--- config.mk ---
export PLATFORM = sky130hd
export DESIGN_NAME = div_seq_ctrl
export DESIGN_NICKNAME = d
export VERILOG_FILES = /design/src/rtl/div_pkg.sv /design/src/rtl/div_step.sv /design/src/rtl/div_seq_ctrl.sv
export SDC_FILE = /design/constraint.sdc
export NUM_CORES = 1
export LEC_CHECK = 0
export ABC_CLOCK_PERIOD_IN_PS = 2300
export BUFFER_PORTS_ARGS = -buffer_cell sky130_fd_sc_hd__buf_2
export CAP_MARGIN = 20
export CORE_UTILIZATION = 50
export CTS_BUF_LIST = sky130_fd_sc_hd__clkbuf_8
export DETAILED_ROUTE_END_ITERATION = 8
export MAX_ROUTING_LAYER = met4
export PLACE_DENSITY = 0.74
export SETUP_SLACK_MARGIN = 0.15
export SLEW_MARGIN = 15
export SYNTH_ARGS = -nofsm -noshare
export SYNTH_HDL_FRONTEND = slang
export SYNTH_HIERARCHICAL = 1
export SYNTH_SLANG_ARGS = --single-unit
--- constraint.sdc ---
create_clock -name clk -period 2.3 [get_ports clk]
set_input_delay 0.115 -clock clk [delete_from_list [all_inputs] [get_ports clk]]
set_output_delay 0.115 -clock clk [all_outputs]
set_load 0.01 [all_outputs]
--- src/rtl/div_pkg.sv ---
// Shared types and sizing for the sequential restoring divider.
package div_pkg;

  typedef enum logic [1:0] {
    IDLE = 2'd0,
    RUN  = 2'd1,
    DONE = 2'd2
  } div_state_t;

  localparam int DIV_WIDTH = 8;
  localparam int DIV_CNT_W = $clog2(DIV_WIDTH) + 1;

endpackage

--- src/rtl/div_step.sv ---
// One restoring-division stage: shift in a dividend bit, trial-subtract, restore on borrow.
// Purely combinational; the compare is WIDTH+1 bits so the shifted-out remainder MSB counts.
module div_step #(
  parameter int WIDTH = 8
) (
  input  logic [WIDTH-1:0] rem_i,
  input  logic             bit_i,
  input  logic [WIDTH-1:0] div_i,
  output logic [WIDTH-1:0] rem_o,
  output logic             q_o
);

  logic [WIDTH:0] shifted_w;

  assign shifted_w = {rem_i, bit_i};
  assign q_o       = (shifted_w >= {1'b0, div_i});
  // When the subtraction succeeds the result is below the divisor, so WIDTH bits suffice.
  assign rem_o     = q_o ? WIDTH'(shifted_w - {1'b0, div_i}) : shifted_w[WIDTH-1:0];

endmodule

--- src/rtl/div_seq_ctrl.sv ---
// Multi-cycle restoring divider: one shared div_step reused for WIDTH cycles.
// Start/done handshake; results are registered and held until the next accepted start.
module div_seq_ctrl
  import div_pkg::*;
#(
  parameter int WIDTH = DIV_WIDTH,
  parameter int CNT_W = DIV_CNT_W
) (
  input  logic             clk,
  input  logic             rst_n,
  input  logic             start,
  input  logic [WIDTH-1:0] a,
  input  logic [WIDTH-1:0] b,
  output logic             busy,
  output logic             done,
  output logic [WIDTH-1:0] s,
  output logic [WIDTH-1:0] resto,
  output logic             r_exists,
  output logic             erro
);

  div_state_t       state_q;
  logic [WIDTH-1:0] acc_q;
  logic [WIDTH-1:0] qreg_q;
  logic [WIDTH-1:0] div_q;
  logic [CNT_W-1:0] cnt_q;
  logic             busy_q;
  logic             done_q;
  logic [WIDTH-1:0] s_q;
  logic [WIDTH-1:0] resto_q;
  logic             rex_q;
  logic             erro_q;

  logic [WIDTH-1:0] acc_d;
  logic             qbit_d;
  logic [WIDTH-1:0] qreg_d;

  div_step #(.WIDTH(WIDTH)) u_step (
    .rem_i (acc_q),
    .bit_i (qreg_q[WIDTH-1]),
    .div_i (div_q),
    .rem_o (acc_d),
    .q_o   (qbit_d)
  );

  assign qreg_d = {qreg_q[WIDTH-2:0], qbit_d};

  always_ff @(posedge clk or negedge rst_n) begin
    if (!rst_n) begin
      state_q <= IDLE;
      acc_q   <= '0;
      qreg_q  <= '0;
      div_q   <= '0;
      cnt_q   <= '0;
      busy_q  <= 1'b0;
      done_q  <= 1'b0;
      s_q     <= '0;
      resto_q <= '0;
      rex_q   <= 1'b0;
      erro_q  <= 1'b0;
    end else begin
      done_q <= 1'b0;
      case (state_q)
        IDLE, DONE: begin
          if (start) begin
            if (b == '0) begin
              // Zero divisor skips RUN and overwrites the result registers at once.
              state_q <= DONE;
              done_q  <= 1'b1;
              s_q     <= '0;
              resto_q <= '0;
              rex_q   <= 1'b0;
              erro_q  <= 1'b1;
            end else begin
              state_q <= RUN;
              busy_q  <= 1'b1;
              acc_q   <= '0;
              qreg_q  <= a;
              div_q   <= b;
              cnt_q   <= CNT_W'(WIDTH);
              erro_q  <= 1'b0;
            end
          end else begin
            state_q <= IDLE;
          end
        end
        RUN: begin
          acc_q  <= acc_d;
          qreg_q <= qreg_d;
          cnt_q  <= cnt_q - 1'b1;
          if (cnt_q == CNT_W'(1)) begin
            state_q <= DONE;
            busy_q  <= 1'b0;
            done_q  <= 1'b1;
            s_q     <= qreg_d;
            resto_q <= acc_d;
            rex_q   <= |acc_d;
          end
        end
        default: begin
          state_q <= IDLE;
          busy_q  <= 1'b0;
        end
      endcase
    end
  end

  assign busy     = busy_q;
  assign done     = done_q;
  assign s        = s_q;
  assign resto    = resto_q;
  assign r_exists = rex_q;
  assign erro     = erro_q;

endmodule

# ---- Yosys cells after proc, flatten, opt, wreduce, memory -nomap -nowiden
# Index checks and enable logic that the tools add are counted.
dict set report totals {
  reg_bits 50
  input_bits 19
  elab_cells 64
}
dict set report classes {
  n_addsub 2
  n_lt_le_gt_ge 1
  n_eq_ne 7
  n_mux 32
  bitwise 1
  n_reduce_logical 10
}
# cell n
set op_table {}
lappend op_table {{8-bit two-way mux} 9}
lappend op_table {{8-bit case mux with 2 select lines} 4}
lappend op_table {{9-bit by 8-bit >= comparator with 1-bit output} 1}
lappend op_table {{1-bit two-way mux} 9}
lappend op_table {{3-bit AND reduction} 3}
lappend op_table {{8-bit zero test} 1}
lappend op_table {{4-bit two-way mux} 2}
lappend op_table {{2-bit inequality test, second input constant} 4}
lappend op_table {{4-bit case mux with 2 select lines} 1}
lappend op_table {{8-bit OR reduction} 1}
lappend op_table {{8-bit subtractor} 1}
lappend op_table {{2-bit two-way mux} 3}
lappend op_table {{1-bit case mux with 2 select lines} 3}
lappend op_table {{4-bit by 1-bit equality test with 1-bit output, second input constant} 1}
lappend op_table {{2-bit case mux with 2 select lines} 1}
lappend op_table {{4-bit AND reduction} 1}
lappend op_table {{4-bit by 1-bit subtractor with 4-bit output, second input constant} 1}
lappend op_table {{2-bit by 1-bit equality test with 1-bit output, second input constant} 1}
lappend op_table {{2-bit equality test, second input constant} 1}
lappend op_table {{2-bit zero test} 1}
lappend op_table {{2-bit AND reduction} 1}
lappend op_table {{2-bit nonzero test} 1}
lappend op_table {{2-bit OR reduction} 1}
lappend op_table {{1-bit NOT} 1}

# ---- Logic depth before layout (Yosys ltp)
# Gate-level depths: netlist (run 1).
dict set report depth {
  depth_word 5
  ltp_mapped 11
  ltp_nobuf 11
}

# ---- Cells and area by module
# Netlist (run 1), hierarchy kept.
# module instances cells_each area_per_inst_um2 seq_area_each_um2
set by_module_without_submodules {}
lappend by_module_without_submodules {div_seq_ctrl 1 206 2234.6 1251.2}
lappend by_module_without_submodules {div_step 1 69 520.5 0.0}

# ---- Least setup slack after synthesis (run 1)
# OpenSTA, ideal clock, no wires.
dict set report synth_path {
  kind {reg-to-reg}
  from {register qreg_q[7]}
  to {register rex_q, in the netlist r_exists}
  t_arrival_ps 2339
  t_required_ps 2177
  path_slack_ps -162
  stages_incl_launch_ff 12
  period_less_slack_ps 2462
  path_cell_list {dfrtp_1 -> inv_1 -> ha_1 -> fa_1 -> nor2b_1 -> o31a_1 -> nor4_1 -> a311o_1 -> mux2_2 -> nor4_1 -> nand2_1 -> o2bb2ai_1}
}
dict set report synth_via {
  elab_chain_len 5
  word_cells_on_any_way 6
}
# element line
set synth_lines {}
lappend synth_lines {{from (decl)} div_seq_ctrl.sv:24} ;# logic [WIDTH-1:0] qreg_q;
lappend synth_lines {{from (signal assigned)} div_seq_ctrl.sv:89} ;# qreg_q <= qreg_d;
lappend synth_lines {{8-bit subtractor or 9-bit by 8-bit >= comparator with 1-bit output (tied branches)} {div_step.sv:18, div_step.sv:16}}
lappend synth_lines {{8-bit two-way mux *} div_step.sv:18} ;# assign rem_o = q_o ? WIDTH'(shifted_w - {1'b0, div_i}) : shifted_w[WIDTH-1:0];
lappend synth_lines {{named net acc_d[6]} div_seq_ctrl.sv:34} ;# logic [WIDTH-1:0] acc_d;
lappend synth_lines {{8-bit OR reduction *} div_seq_ctrl.sv:97} ;# rex_q <= |acc_d;
lappend synth_lines {{1-bit two-way mux *} div_seq_ctrl.sv:91} ;# if (cnt_q == CNT_W'(1)) begin
lappend synth_lines {{1-bit case mux with 2 select lines *} div_seq_ctrl.sv:63} ;# case (state_q)
lappend synth_lines {{to (signal assigned)} div_seq_ctrl.sv:97}
lappend synth_lines {{to (decl)} div_seq_ctrl.sv:31} ;# logic rex_q;
# Mark *: on every way through the listed nets, which the timed path passes. The rest lies on a longest branch. The select of a mux whose other input is x is not followed.
# A chain may end at the register's enable or synchronous reset.

# ---- Worst setup path after layout (run 1)
# Ends and elaborated chain as after synthesis.

==> flow_summary.toml, run 1 <==
[timing]
tightestPinTransition_ns = 0.625
final_critical_path_setup_slack_ns = -0.0915
setup_viol = 3
fin_crit_sh_pct = 104
setup_tns_ns = -0.216
clock-skew-final_ns = 0.00989
period_minus_slack_ns = 2.39
report.final.slew_viol_count = 0
final-hold-violation-count = 0
relSlewSlack_pct = 58.3
grt_setup_unrepaired = "yes"
max_freq_mhz = 418

[place]
hpwlAfterDp_microns = 4640
finalWeightedCongestion = 0.876
io_buffers = 38
preCtsSetupSlack_ns = -0.115
placed_area_sq_mm = 0.00327

[grt]
grt_use_total_pct = 24.2
largest_net_degree_at_the_start_of_global_routing = 51
via_count_of_the_first_global_routing_pass = 2274
gr-total-overflow = 0
grt_antenna_before_repair = 0
grt_first_pass_wirelength_microns = 11000

[critical_path]
crit_required_ns = 2.49
crit_buf_inv = 2
timing.critical_path.slowest_stage_cell = "dfrtp_1"
path_max_fanout = 7
critical_path.cell_chain = "inv_2, ha_4, or2b_1, a21oi_2, o21ai_2, a41oi_4, buf_12, mux2_4, nor4_4, nand2_1, o2bb2ai_1"
criticalPathCategory = "reg2reg"
start_kind = "flip-flop"
path_delay_family = "simple AND/OR/NAND/NOR gates"
critical-path-max-stage-delay_ns = 0.40
cp_data_arrival_time_ns = 2.58
cp-end-kind = "flip-flop"

[cts]
tritoncts = "built"
cts.htree.levels = 2
clk_latency_ns = 0.31
cts_made_buffers = 5
cts_sinks = 50
cts_buffer_depth = 2
clkTransAtPathRegs_ns = 0.10
cts_root_buffer = "clkbuf_8"

[final_layout]
layout-area-overhead-vs-synth_pct = 27.7
final_net_count = 375
num-fill-cells = 425
number_of_antenna_diodes = 0
multi_input_gate_area_in_the_final_layout_sq_mm = 0.00148
post_route_cells_drive_above_1_share_pct = 36.4
sequential_area_sq_mm = 0.00125
final_design_area_no_fill_sq_mm = 0.00352

[die]
floorplan.core_area_sq_mm = 0.00520
ios = 39
die_width_microns = 76.2
die_h_microns = 76.2
floorplan.initialDensity_pct = 52.9
die_area_sq_mm = 0.00581
placement_rows = 26

[routing]
drc_violation_total_after_the_first_tritonroute_iteration = 139
drt-wirelength-per-cell_microns = 15.4
drc = 0
routed_via_density = 5.67
route.final.wire_length_microns = 6400
drt_pre_antenna_iters = 4
antenna_violating_nets_left = 0
via_count = 2360

[yosys]
ys_dominant_reg_cell = "dfrtp_1"
postSynthNetCount = 305
synth_seq_cells = 50
synthCells = 275
synthesis.yosys.warnings = 6
synth_async_sr_flop_share_pct = 100
mappedNetlistArea_sq_mm = 0.00276
avgSynthCellArea_sq_um = 10.0
synth-seq-area-share_pct = 45.4
number_of_enable_flip_flop_cells_after_synthesis = 0
post_synth_num_cell_types = 47

[pwr]
comb_power_share_pct = 67.6
seqPwrFrac_pct = 23.9
irDropWorstVdd_v = 0.000998
total_switching_power_mw = 2.80
p_sw_share_pct = 41.1
leakage_nw = 1.60
p_int_mw = 4.02
powerDensity_mw_per_mm2 = 1940
power_frac_clock_pct = 8.5

[worst_hold_path]
min_path_type = "in2reg"

[run]
max_cap_violations = 0

[outcome]
violated_checks = "negative setup slack"
status = "complete, but fails checks"
-- repair_timing --
action                     in CTS  in global routing
buffers inserted                2                  2
gates resized for setup         8                 19
pin swaps                       2                  1
setup endpoints to repair      16                 18
hold endpoints to repair       50                  0
hold buffers                    1                  0
-- worst register-to-register path: stages (launching register included) --
cell,delay [ns]
dfrtp_1,0.40
inv_2,0.08
ha_4,0.20
or2b_1,0.23
a21oi_2,0.14
o21ai_2,0.08
a41oi_4,0.17
buf_12,0.15
mux2_4,0.33
nor4_4,0.28
nand2_1,0.08
o2bb2ai_1,0.13
-- cells in the mapped netlist, types with 3 or more instances --
cell	n	area share, %
buf_2	5	0.91
nor3_1	4	0.73
nor2_1	5	0.68
mux2_2	13	5.3
nor2b_1	3	0.68
ha_1	10	4.5
inv_1	15	2.0
o2bb2ai_1	17	5.4
nand3_1	6	1.1
clkbuf_1	8	1.1
nand2_1	31	4.2
a31oi_1	5	1.1
and3b_1	4	1.3
nor4_1	5	1.1
a21oi_1	6	1.1
o21ai_0	32	5.8
a21o_1	4	1.1
dfrtp_1	50	45
o211ai_1	12	3.3
nand4_1	4	0.91
-- cell usage in the layout (no fill, tap or decap), types with 7 or more instances in the layout --
master / count
clkbuf_8: 7
o211ai_1: 12
buf_2: 38
nand2_1: 29
ha_1: 7
dfrtp_1: 50
o21ai_0: 26
inv_1: 13
mux2_2: 8
o2bb2ai_1: 14
buf_4: 33
-- cells by family after synthesis --
group	synth area share (%)
XOR/XNOR	1.27
multiplexers	6.04
flip-flops	45.4
AO/OA/AOI/OAI	22.2
AND/OR/NAND/NOR	14.9
buffers and inverters	5.00
adder cells (fa/ha/maj)	5.27
-- routing by layer --
metal	vias up	share of wire [%]	GRT usage [%]	wire, microns
met5	-	0	-	0
met4	0	0.98	5.19	63
met3	8	3.2	3.59	203
met2	49	46	37.2	2930
met1	1155	50	34.0	3200
li1	1148	-	-	-
-- power by group through the flow --
stage / logic [mW] / registers [mW] / clock network (mW)
after floorplan: 2.43 / 1.67 / 0
after global placement: 3.79 / 1.62 / 0
after detailed placement: 3.89 / 1.64 / 0
after CTS: 4.12 / 1.63 / 0.588
after global routing: 5.02 / 1.70 / 0.619
final: 4.61 / 1.63 / 0.577
-- layout make-up --
| class | count | share of cell area (%) |
|---|---|---|
| clock buffers | 7 | 2.74 |
| multi-input cells | 194 | 42.1 |
| well taps | 70 | 2.49 |
| flip-flops and latches | 50 | 35.6 |
| clock inverters | 1 | 0.249 |
| repair buffers | 79 | 15.2 |
| inverters | 15 | 1.60 |
-- path summary, 6_finish.rpt --
| check | start | endpoint | slack, ns | depth (start not counted) |
|---|---|---|---|---|
| setup / recovery | qreg_q[7]$_DFFE_PN0P_ | r_exists$_DFFE_PN0P_ | -0.09 | 11 |
| hold / removal | a[2] | qreg_q[2]$_DFFE_PN0P_ | 0.06 | 3 |
| setup reg to reg | qreg_q[7]$_DFFE_PN0P_ | r_exists$_DFFE_PN0P_ | -0.09 | 11 |
| hold reg to reg | busy$_DFFE_PN0P_ | busy$_DFFE_PN0P_ | 0.48 | 1 |
| max in group asynchronous | rst_n | div_q[5]$_DFFE_PN0P_ | 1.43 | 3 |
| min in group asynchronous | rst_n | s[5]$_DFFE_PN0P_ | 0.44 | 3 |
-- per-stage QoR --
step	utilization [%]	total power [mW]	cells	hold slack, ns
6_report	67.6	6.82	416	0.0631
3_5_place_dp	62.8	5.53	403	0.264
3_3_place_gp	62.8	5.42	403	0.255
5_1_grt	67.6	7.34	416	0.0722
2_1_floorplan	-	4.10	275	-0.181
4_1_cts	66.0	6.34	414	0.0579
-- sequential cells by signal (all words and copies together), names as in the netlist --
name,flops
acc_q,8
div_q,8
qreg_q,8
resto,8
s,8
cnt_q,4
state_q,2
busy,1
done,1
erro,1
r_exists,1
No activity file was read; power rests on OpenSTA's default activity.
==> run 2: changes to the inputs <==
PLACE_DENSITY = 0.72   (was 0.74)
==> run 2 against run 1 <==
- utilization grew 2.5 points
- count of clock-buffer cells in the layout down 2
- register-to-register slack lost 0.07 ns
- non-clock buffer count grew 8
- sequential share of layout area fell by 1.3 points
- die area did not move
- the flow still finishes with violations (negative setup slack)
- routed wire length increased by 4.6%
- first-iteration DRC count rose by 26%
==> flow_summary.toml, run 2 (synthesis gave the netlist of run 1 again) <==
[outcome]
status = "complete, but fails checks"
violated_checks = "negative setup slack"

[routing]
route.final.wire_length_microns = 6690
routed_via_density = 5.80
drc = 0
drt-wirelength-per-cell_microns = 15.8
via_count = 2460
drt_pre_antenna_iters = 5
antenna_violating_nets_left = 0
drc_violation_total_after_the_first_tritonroute_iteration = 175

[cts]
cts.htree.levels = 2
cts_made_buffers = 5
clkTransAtPathRegs_ns = 0.09
clk_latency_ns = 0.30
cts_root_buffer = "clkbuf_8"
cts_sinks = 50
cts_buffer_depth = 2
tritoncts = "built"

[worst_hold_path]
min_path_type = "in2reg"

[final_layout]
final_design_area_no_fill_sq_mm = 0.00365
number_of_antenna_diodes = 0
post_route_cells_drive_above_1_share_pct = 39.5
final_net_count = 383
leading_cell_type_in_the_layout_fill_and_taps_excluded = "dfrtp_1"
layout-area-overhead-vs-synth_pct = 32.4
most_used_cells_in_the_layout_excluding_fill_and_tap_cells = "50 x dfrtp_1, 38 x buf_2, 36 x buf_4"
num-fill-cells = 395
finalCoreUtilization_pct = 70.1

[timing]
clock-skew-final_ns = 0.00422
report.final.slew_viol_count = 0
final_critical_path_setup_slack_ns = -0.165
max_freq_mhz = 406
setup_tns_ns = -0.427
relSlewSlack_pct = 67.2
final-hold-violation-count = 0
fin_crit_sh_pct = 107
grt_setup_unrepaired = "yes"
tightestPinTransition_ns = 0.491
setup_viol = 5
period_minus_slack_ns = 2.47

[critical_path]
timing.critical_path.slowest_stage_cell = "dfrtp_1"
criticalPathCategory = "reg2reg"
cp-end-kind = "flip-flop"
cp_data_arrival_time_ns = 2.66
crit_buf_inv = 1
path_delay_family = "compound AO/OA/AOI/OAI gates"
start_kind = "flip-flop"
path_max_fanout = 7
crit_required_ns = 2.49
critical-path-max-stage-delay_ns = 0.40
critical_path.cell_chain = "inv_2, ha_4, or2b_1, a21oi_2, o21ai_2, a41oi_4, mux2_4, nor4_4, nand2_1, o2bb2ai_1"

[die]
die_width_microns = 76.2
die_area_sq_mm = 0.00581
die_h_microns = 76.2
ios = 39
placement_rows = 26
floorplan.initialDensity_pct = 52.9
floorplan.core_area_sq_mm = 0.00520

[grt]
largest_net_degree_at_the_start_of_global_routing = 26
gr-total-overflow = 0
grt_use_total_pct = 24.3
via_count_of_the_first_global_routing_pass = 2272
grt_first_pass_wirelength_microns = 10900
grt_antenna_before_repair = 0

[place]
preCtsSetupSlack_ns = -0.138
hpwlAfterDp_microns = 4740
placed_area_sq_mm = 0.00328
io_buffers = 38
finalWeightedCongestion = 0.888

[run]
max_cap_violations = 0
## run 2: cell count changes in the layout (fill, tap and decap cells not counted), moves of 2 or more
cell and change:
buf_4 +3, buf_6 +6, clkbuf_8 -2, mux2i_2 -2, mux2i_4 +2, nand2_1 -4, nand2_2 +3, o21ai_0 -2
## run 2: worst reg2reg max path, stage by stage, from the launching register on
cell and delay (ns):
dfrtp_1 0.40, inv_2 0.08, ha_4 0.20, or2b_1 0.23
a21oi_2 0.16, o21ai_2 0.09, a41oi_4 0.32, mux2_4 0.37
nor4_4 0.29, nand2_1 0.09, o2bb2ai_1 0.12
## run 2: metal layers
layer | GRT usage [%] | part of all wire [%] | vias to the layer above
li1 | - | - | 1158
met1 | 33.5 | 45 | 1204
met2 | 38.5 | 48 | 86
met3 | 3.71 | 4.9 | 12
met4 | 4.62 | 1.2 | 0
met5 | - | 0 | -
## run 2: path summary, 6_finish.rpt
check                                 startpoint                   end  slack (ns)  cells past startpoint
max in group asynchronous                  rst_n  r_exists$_DFFE_PN0P_        1.47                      3
min in group asynchronous                  rst_n  resto[4]$_DFFE_PN0P_        0.22                      2
setup / recovery           qreg_q[7]$_DFFE_PN0P_  r_exists$_DFFE_PN0P_       -0.17                     10
hold reg to reg                 busy$_DFFE_PN0P_      busy$_DFFE_PN0P_        0.48                      1
setup reg to reg           qreg_q[7]$_DFFE_PN0P_  r_exists$_DFFE_PN0P_       -0.17                     10
hold / removal                              b[2]  div_q[2]$_DFFE_PN0P_        0.06                      2
## run 2: stage by stage
| step | instances | hold slack [ns] |
|---|---|---|
| 3_5_place_dp | 405 | 0.0170 |
| 3_3_place_gp | 405 | 0.0116 |
| 5_1_grt | 424 | 0.0567 |
| 2_1_floorplan | 275 | -0.181 |
| 4_1_cts | 419 | 0.0589 |
| 6_report | 424 | 0.0633 |
## run 2: final cells by class
class                      count  area (sq um)  share of cell area, %
clock buffer                   5          68.8                   1.89
clock inverter                 3          43.8                   1.20
inverter                      15          58.8                   1.61
multi-input combinational    194          1530                   42.0
sequential                    50          1250                   34.3
tap                           70          87.6                   2.40
timing repair buffer          87           606                   16.6
## run 2: timing repair
| item | in CTS | in global routing |
|---|---|---|
| hold buffers | 1 | 0 |
| gates resized for setup | 25 | 20 |
| setup buffers | 5 | 5 |
| hold endpoints to repair | 11 | 0 |
| setup endpoints to repair | 16 | 17 |
| pin swaps | 3 | 5 |
Power of run 2 is left out: the tool's default activity adds up to more than one toggle a clock period on the data nets, which glitch-free logic cannot reach.
==> run 3: changes to the inputs <==
CORE_ASPECT_RATIO = 2   (was default)
==> run 3 against run 2 <==
- the run still ends with negative setup slack left
- global-route usage up 1.2 points
- critical path depth is the same
- sequential cell count stayed put
- register-to-register slack worse by 0.02 ns
- worst setup slack got worse by 0.020 ns
- largest cell class unchanged
==> flow_summary.toml, run 3 (synthesis gave the netlist of run 1 again) <==
[die]
ios = 39
placement_rows = 37
die_h_microns = 107
die_width_microns = 54.5
die_area_sq_mm = 0.00583
floorplan.initialDensity_pct = 52.7
floorplan.core_area_sq_mm = 0.00523

[cts]
clkTransAtPathRegs_ns = 0.09
cts.htree.levels = 2
tritoncts = "built"
cts_root_buffer = "clkbuf_8"
clk_latency_ns = 0.30
cts_buffer_depth = 2
cts_made_buffers = 5
cts_sinks = 50

[final_layout]
post_route_cells_drive_above_1_share_pct = 36.6
leading_cell_type_in_the_layout_fill_and_taps_excluded = "dfrtp_1"
number_of_antenna_diodes = 0
most_used_cells_in_the_layout_excluding_fill_and_tap_cells = "50 x dfrtp_1, 38 x buf_2, 35 x buf_4"
layout-area-overhead-vs-synth_pct = 29.0
num-fill-cells = 431
final_design_area_no_fill_sq_mm = 0.00355
layoutNonFillerInstCount = 408
final_net_count = 379

[outcome]
violated_checks = "negative setup slack"
status = "complete, but fails checks"

[timing]
report.final.slew_viol_count = 0
max_freq_mhz = 402
tightestPinTransition_ns = 0.447
grt_setup_unrepaired = "yes"
period_minus_slack_ns = 2.49
setup_viol = 5
final_critical_path_setup_slack_ns = -0.185
final-hold-violation-count = 0
hold_slack_ns = 0.0754
setup_tns_ns = -0.423
clock-skew-final_ns = 0.00957
fin_crit_sh_pct = 108
relSlewSlack_pct = 70.2

[routing]
drc = 0
drt-wirelength-per-cell_microns = 16.4
via_count = 2391
drt_pre_antenna_iters = 4
route.final.wire_length_microns = 6700
antenna_violating_nets_left = 0
routed_via_density = 5.86
drc_violation_total_after_the_first_tritonroute_iteration = 76

[critical_path]
path_max_fanout = 6
crit_required_ns = 2.48
cp-end-kind = "flip-flop"
start_kind = "flip-flop"
cp_data_arrival_time_ns = 2.67
criticalPathCategory = "reg2reg"

[place]
dp_cells = 392
io_buffers = 38
finalWeightedCongestion = 0.863
hpwlAfterDp_microns = 4890
preCtsSetupSlack_ns = -0.129
placed_area_sq_mm = 0.00326

[grt]
grt_first_pass_wirelength_microns = 10500
gr-total-overflow = 0
largest_net_degree_at_the_start_of_global_routing = 32
via_count_of_the_first_global_routing_pass = 2290
grt_use_total_pct = 25.5
grt_antenna_before_repair = 0

[pwr]
irDropWorstVdd_v = 0.00117
powerDensity_mw_per_mm2 = 1990
leakage_nw = 1.62

[worst_hold_path]
min_path_type = "in2reg"

[run]
max_cap_violations = 0
[run 3: cell types whose count changed in the layout (fill, tap and decap cells not counted), sizes merged]
cell and delta:
buf -4, clkinv -1, inv +1
[run 3: final timing paths]
path                                       from               endpoint  slack [ns]  cells past startpoint
hold reg to reg                busy$_DFFE_PN0P_       busy$_DFFE_PN0P_        0.48                      1
min in group asynchronous                 rst_n         done$_DFF_PN0_        0.28                      2
setup / recovery           acc_q[2]$_DFFE_PN0P_   r_exists$_DFFE_PN0P_       -0.19                     10
max in group asynchronous                 rst_n   acc_q[7]$_DFFE_PN0P_        1.26                      3
setup reg to reg           acc_q[2]$_DFFE_PN0P_   r_exists$_DFFE_PN0P_       -0.19                     10
hold / removal                             a[0]  qreg_q[0]$_DFFE_PN0P_        0.08                      3
[run 3: power breakdown]
part / switching [mW] / internal, mW
registers: 0.302 / 1.33
clock network: 0.281 / 0.317
logic: 2.30 / 2.54
total: 2.88 / 4.19
[run 3: per-layer routing]
metal	wire length [microns]	track usage (%)	vias to the layer above
li1	-	-	1149
met1	2660	29.1	1172
met2	3700	42.9	56
met3	179	3.26	14
met4	165	10.4	0
met5	0	-	-
[run 3: area by class of cell]
type	count	area (sq um)	area share, %
clock inverters	3	37.5	1.06
flip-flops and latches	50	1250	35.2
well taps	58	72.6	2.04
clock buffers	5	68.8	1.94
inverters	15	58.8	1.65
multi-input cells	194	1490	42.0
repair buffers	83	573	16.1
[run 3: repair_timing]
| item | in CTS | in global routing |
|---|---|---|
| setup buffers | 2 | 5 |
| endpoints found under the setup margin | 16 | 18 |
| hold buffers | 1 | 0 |
| endpoints found under the hold margin | 19 | 0 |
| gates resized for setup | 21 | 12 |
| cloned | 0 | 0 |
| pin swaps | 1 | 3 |
[run 3: critical path: stages, from the launching register on]
cell and delay, ns:
dfrtp_1 0.43, ha_4 0.26, a21o_1 0.17, a21oi_2 0.20, o21ai_2 0.10, a41oi_4 0.23, buf_12 0.15, mux2_4 0.32
nor4_4 0.29, nand2_1 0.10, o2bb2ai_1 0.13
[run 3: metrics by stage]
stage	util, %	power [mW]
2_1_floorplan	-	4.10
3_3_place_gp	62.3	5.43
3_5_place_dp	62.3	5.54
4_1_cts	66.1	6.53
5_1_grt	67.9	7.60
6_report	67.9	7.07
